--- src/rtl/branch_predictor_pkg.sv ---
// rtl/branch_predictor_pkg.sv - shared constants for the branch predictor
//
// Purpose: 2-bit counter state encodings and default table geometry.
// Ports:   none (package).
package branch_predictor_pkg;

  localparam int IDX_W_DEFAULT = 4;

  // Counter states: strongly/weakly not-taken, weakly/strongly taken
  localparam logic [1:0] CTR_SNT = 2'b00;
  localparam logic [1:0] CTR_WNT = 2'b01;
  localparam logic [1:0] CTR_WT  = 2'b10;
  localparam logic [1:0] CTR_ST  = 2'b11;

  localparam logic [1:0] CTR_RESET = CTR_WNT;
  localparam logic [1:0] CTR_ALLOC = CTR_WT;

endpackage

--- src/rtl/sat_counter2.sv ---
// rtl/sat_counter2.sv - 2-bit saturating up/down counter next-state function
//
// Purpose: next-state logic for one BHT counter; load wins over inc, inc over dec.
// Ports:   cur      - current counter value
//          inc/dec  - step toward taken / not-taken, saturating at 3 / 0
//          load     - replace the value with load_val
//          load_val - value used on load
//          next     - resulting counter value
module sat_counter2
  import branch_predictor_pkg::*;
(
  input  logic [1:0] cur,
  input  logic       inc,
  input  logic       dec,
  input  logic       load,
  input  logic [1:0] load_val,
  output logic [1:0] next
);

  always_comb begin
    next = cur;
    if (load) begin
      next = load_val;
    end else if (inc) begin
      if (cur != CTR_ST) next = cur + 2'd1;
    end else if (dec) begin
      if (cur != CTR_SNT) next = cur - 2'd1;
    end
  end

endmodule

--- src/rtl/branch_predictor.sv ---
// rtl/branch_predictor.sv - direct-mapped BHT + BTB branch predictor
//
// Purpose: IF-stage lookup of taken/target, EX-stage training and statistics.
// Ports:   clk, rst                 - clock, async active-high reset
//          en                       - enable; 0 predicts not-taken and freezes state
//          pc_if                    - fetch PC to look up
//          pred_bit_if              - predict taken
//          pred_target_if           - predicted target (0 unless pred_bit_if)
//          upd_valid, pc_ex         - branch resolving in EX and its PC
//          PCsrc, target_ex         - actual outcome and target
//          pred_bit_ex              - prediction that was made for that branch
//          branch_cnt, miss_cnt     - saturating resolved / mispredicted counts
module branch_predictor
  import branch_predictor_pkg::*;
#(
  parameter int IDX_W = IDX_W_DEFAULT,
  parameter int CNT_W = 16
) (
  input  logic             clk,
  input  logic             rst,
  input  logic             en,
  input  logic [31:0]      pc_if,
  output logic             pred_bit_if,
  output logic [31:0]      pred_target_if,
  input  logic             upd_valid,
  input  logic [31:0]      pc_ex,
  input  logic             PCsrc,
  input  logic [31:0]      target_ex,
  input  logic             pred_bit_ex,
  output logic [CNT_W-1:0] branch_cnt,
  output logic [CNT_W-1:0] miss_cnt
);

  localparam int DEPTH = 2 ** IDX_W;
  localparam int TAG_W = 30 - IDX_W;
  localparam logic [CNT_W-1:0] CNT_MAX = {CNT_W{1'b1}};

  logic             valid  [DEPTH];
  logic [TAG_W-1:0] tag    [DEPTH];
  logic [1:0]       ctr    [DEPTH];
  logic [31:0]      target [DEPTH];

  logic [IDX_W-1:0] idx_if, idx_ex;
  logic [TAG_W-1:0] tag_if, tag_ex;
  logic             hit_if, hit_ex;
  logic [1:0]       ctr_next;
  logic             do_upd;

  // Byte offset bits never participate in indexing or tagging.
  logic unused_pc_bits;
  assign unused_pc_bits = ^{pc_if[1:0], pc_ex[1:0]};

  assign idx_if = pc_if[IDX_W+1:2];
  assign tag_if = pc_if[31:IDX_W+2];
  assign idx_ex = pc_ex[IDX_W+1:2];
  assign tag_ex = pc_ex[31:IDX_W+2];

  // Lookup reads the registered table, so a same-cycle update is not bypassed.
  assign hit_if         = valid[idx_if] && (tag[idx_if] == tag_if);
  assign pred_bit_if    = en && hit_if && ctr[idx_if][1];
  assign pred_target_if = pred_bit_if ? target[idx_if] : 32'h0;

  assign hit_ex = valid[idx_ex] && (tag[idx_ex] == tag_ex);
  assign do_upd = en && upd_valid;

  // On a miss the counter is loaded with the allocation value; that result is
  // only written when the miss is taken (not-taken misses do not allocate).
  sat_counter2 u_ctr (
    .cur      (ctr[idx_ex]),
    .inc      (PCsrc),
    .dec      (!PCsrc),
    .load     (!hit_ex),
    .load_val (CTR_ALLOC),
    .next     (ctr_next)
  );

  always_ff @(posedge clk or posedge rst) begin
    if (rst) begin
      for (int i = 0; i < DEPTH; i++) begin
        valid[i]  <= 1'b0;
        tag[i]    <= '0;
        ctr[i]    <= CTR_RESET;
        target[i] <= 32'h0;
      end
    end else if (do_upd) begin
      if (hit_ex) begin
        ctr[idx_ex] <= ctr_next;
        if (PCsrc) target[idx_ex] <= target_ex;
      end else if (PCsrc) begin
        valid[idx_ex]  <= 1'b1;
        tag[idx_ex]    <= tag_ex;
        ctr[idx_ex]    <= ctr_next;
        target[idx_ex] <= target_ex;
      end
    end
  end

  always_ff @(posedge clk or posedge rst) begin
    if (rst) begin
      branch_cnt <= '0;
      miss_cnt   <= '0;
    end else if (do_upd) begin
      if (branch_cnt != CNT_MAX) branch_cnt <= branch_cnt + 1'b1;
      if ((pred_bit_ex != PCsrc) && (miss_cnt != CNT_MAX)) miss_cnt <= miss_cnt + 1'b1;
    end
  end

endmodule

--- config.mk ---
export PLATFORM = sky130hd
export DESIGN_NAME = branch_predictor
export DESIGN_NICKNAME = d
export VERILOG_FILES = /design/src/rtl/branch_predictor_pkg.sv /design/src/rtl/sat_counter2.sv /design/src/rtl/branch_predictor.sv
export SDC_FILE = /design/constraint.sdc
export NUM_CORES = 2
export LEC_CHECK = 0
export CORE_ASPECT_RATIO = 1.2
export CORE_MARGIN = 8
export CORE_UTILIZATION = 59
export CTS_BUF_LIST = sky130_fd_sc_hd__clkbuf_8 sky130_fd_sc_hd__clkbuf_16
export DETAILED_ROUTE_END_ITERATION = 7
export PLACE_DENSITY = 0.77
export SETUP_SLACK_MARGIN = 0.2
export SYNTH_ARGS = -nofsm -noshare
export SYNTH_HDL_FRONTEND = slang
export SYNTH_SLANG_ARGS = --single-unit
--- constraint.sdc ---
create_clock -name clk -period 34.8 [get_ports clk]
set_clock_uncertainty 0.2 [all_clocks]
set_input_delay 3.48 -clock clk [delete_from_list [all_inputs] [get_ports clk]]
set_output_delay 3.48 -clock clk [all_outputs]
set_load 0.05 [all_outputs]
==> impl_metrics.yaml <==
run_status:
  outcome: "finished, final reports clean"
critical_path:
  cp_top_family: "buffers and inverters"
  required_ns: 31.12
  cpMostUsedCell: "buf_4"
  reg2reg_slack_ns: 29.47
  end_kind: "primary output"
  cp_num_buf_inv: 5
  crit_chain: "buf_6 -> buf_4 -> buf_4 -> mux4_2 -> mux4_2 -> xnor2_1 -> nand4_1 -> nor3_1 -> nand3_2 -> buf_4 -> nor2b_1 -> clkdlybuf4s50_1"
  crit_slowest_cell: "buf_4"
  path_class: "in -> out"
  worstPathArrival_ns: 9.02
  crit_path_start_kind: "input port"
  max_stage_delay_ns: 0.83
  reg2regPathDepth: 9
  crit_cells: 12
  critPathMaxFanout: 46
power:
  comb_power_share_pct: 16.8
  swShare_pct: 26.3
  clockPowerShare_pct: 35.7
  intPower_uw: 2230
  vdd.ir_drop.worst_uv: 46.9
  total_power_uw: 3030
  p_leak_uw: 0.0258
  power.switching_uw: 797
  powerDensity_mw_per_mm2: 53.6
  seqPwrFrac_pct: 47.5
routing:
  finalWirelength_um: 134000
  drc_errors: 0
  antenna_left: 0
  via_count: 30100
  first_iter_violations: 2356
  dr.pass1.iters: 5
  viasPerCell: 6.64
  wl_per_cell_um: 29.6
layout:
  fin_util_pct: 65.5
  final_common_cell: "dfrtp_1"
  fin_cells: 4524
  design_area_mm2: 0.0565
  multiInputGateArea_mm2: 0.0244
  final_layout_size_suffix_gt1_share_pct: 47.2
  layout_common_cells: "dfrtp_1, mux2_2, mux4_2, mux2_4, clkdlybuf4s50_1"
  n_fill_cell: 5942
  seqCellArea_mm2: 0.0252
  syn_to_final_growth_pct: 10.3
  finalNetCount: 3403
timing:
  fin_crit_sh_pct: 36.5
  rsz0062_at_grt: "false"
  max_freq_mhz: 78.7
  fin_setup_tns_ns: 0
  period_minus_slack_ns: 12.70
  hold_viol_final: 0
  max_slew_margin_pct: 19.6
  worst_slew_pin_slew_ns: 1.21
  slew_violations: 0
  setup-violations-final: 0
clock_tree:
  clock_tree.root_cell: "clkbuf_16"
  cts_resized: 0
  cts_tree: "yes"
  htree_levels: 3
  clkTransAtPathRegs_ns: 0.06
  clkSinkCount: 1008
  cts_buffers: 102
  hold_buffers: 0
  cts_buffer_depth: 3
  insertion_delay_ns: 0.69
  cts_setup_buffers: 0
job:
  cap_violations: 0
place:
  placedCellCount: 4335
  gp_congestion: 0.854
  post-dp-hpwl_um: 77800
  io_buffers: 162
  dpl_cell_area_mm2: 0.0532
logic_synthesis:
  netlist_area_mm2: 0.0512
  synth_edf_count: 0
  yosysWarnings: 0
  synth_top_area_share_pct: 48.5
  synth_flop_cell: "dfrtp_1"
  synth_async_sr_flop_share_pct: 100
  syn_avg_cell_area_um2: 15.6
  synthDistinctLibCells: 73
  ys_top_cells_by_area: "dfrtp_1, mux4_2, mux2_2, mux2_4, mux2i_1"
  synth_fp_nets: 3381
  post-synth-top-area-cell: "dfrtp_1"
  synth_seq_area_share_pct: 49.3
  ys_ff_latch: 1008
  synth_cells: 3277
global_routing:
  antenna_found_initial: 8
  grt_max_degree: 207
  grt_overflow: 0
  grt_pass1_wl_um: 208000
  grt_pass1_vias: 33200
  grt_usage_pct: 27.8
floorplan:
  die_h_um: 339
  core_mm2: 0.0862
  num_io_pins: 167
  initial_core_util_pct: 59.4
  num_rows: 118
  dieArea_mm2: 0.0965
  die_w_um: 285
worst_hold_path:
  whs_path_depth: 1
  hold_path.class: "reg -> reg"
[worst register-to-register path: cells and delay by family, from the launching register on]
family | cells | cell delay (ns)
compound gates | 1 | 0.49
xor+xnor | 1 | 0.28
flops | 1 | 0.40
mux | 3 | 1.19
simple gates | 4 | 2.65
[cells in the mapped netlist (34+ instances only)]
| cell type | instances |
|---|---|
| mux2_4 | 190 |
| mux4_2 | 383 |
| nand2_1 | 78 |
| o21ai_0 | 51 |
| nor2b_1 | 39 |
| xnor2_1 | 42 |
| nor2_1 | 74 |
| buf_2 | 34 |
| mux2i_1 | 68 |
| xor2_1 | 44 |
| dfrtp_1 | 992 |
| clkbuf_1 | 170 |
| mux2_2 | 740 |
[through the flow]
stage	setup slack [ns]	hold slack, ns
6_report	22.10	0.291
5_1_grt	21.94	0.307
4_1_cts	22.10	0.290
3_5_place_dp	22.13	0.277
3_3_place_gp	22.22	0.270
2_1_floorplan	2.78	0.251
[registers in the layout, indices dropped and copies added (netlist names)]
name / cells
ctr: 32
branch_cnt: 16
miss_cnt: 16
target: 512
tag: 416
valid: 16
[area by class of cell]
| type | instances | share of cell area, % |
|---|---|---|
| sequential | 1008 | 44.7 |
| antenna | 4 | 0.0177 |
| inverter | 17 | 0.126 |
| multi-input combinational | 1959 | 43.2 |
| clock buffer | 127 | 5.17 |
| timing repair buffer | 211 | 3.60 |
| clock inverter | 58 | 0.718 |
| tap | 1140 | 2.53 |
[power by group through the flow]
stage / logic, uW / clock network, uW / registers (uW)
4_1_cts: 513 / 1100 / 1430
3_5_place_dp: 510 / 0 / 1450
6_report: 509 / 1080 / 1440
3_3_place_gp: 491 / 0 / 1430
5_1_grt: 544 / 1140 / 1450
2_1_floorplan: 377 / 0 / 1440
[metal layers]
layer	vias up	share of wire (%)	track usage, %
li1	12400	-	-
met1	16200	40	36.9
met2	1137	50	45.3
met3	308	6.0	4.76
met4	8	4.1	12.1
met5	-	0.043	0
[final timing paths]
kind,to,startpoint
worst max register to register,tag[225],tag[121]
worst max-delay path,pred_target_if[13],pc_if[3]
min in group asynchronous,tag[350],rst
worst min-delay path,miss_cnt[7],miss_cnt[7]
max in group asynchronous,branch_cnt[6],rst
worst min register to register,miss_cnt[7],miss_cnt[7]
[kinds of logic (layout without fill, tap and decap cells)]
group | after synthesis | in the layout | synth area share, %
other | 0 | 4 | 0
XOR/XNOR | 86 | 86 | 1.47
flip-flops | 1008 | 1008 | 49.3
multiplexers | 1389 | 1389 | 40.2
buffers and inverters | 310 | 413 | 3.37
AO/OA/AOI/OAI | 143 | 143 | 1.99
adder cells (fa/ha/maj) | 3 | 3 | 0.0684
AND/OR/NAND/NOR | 338 | 338 | 3.63
(Power assumes the default switching activity.)
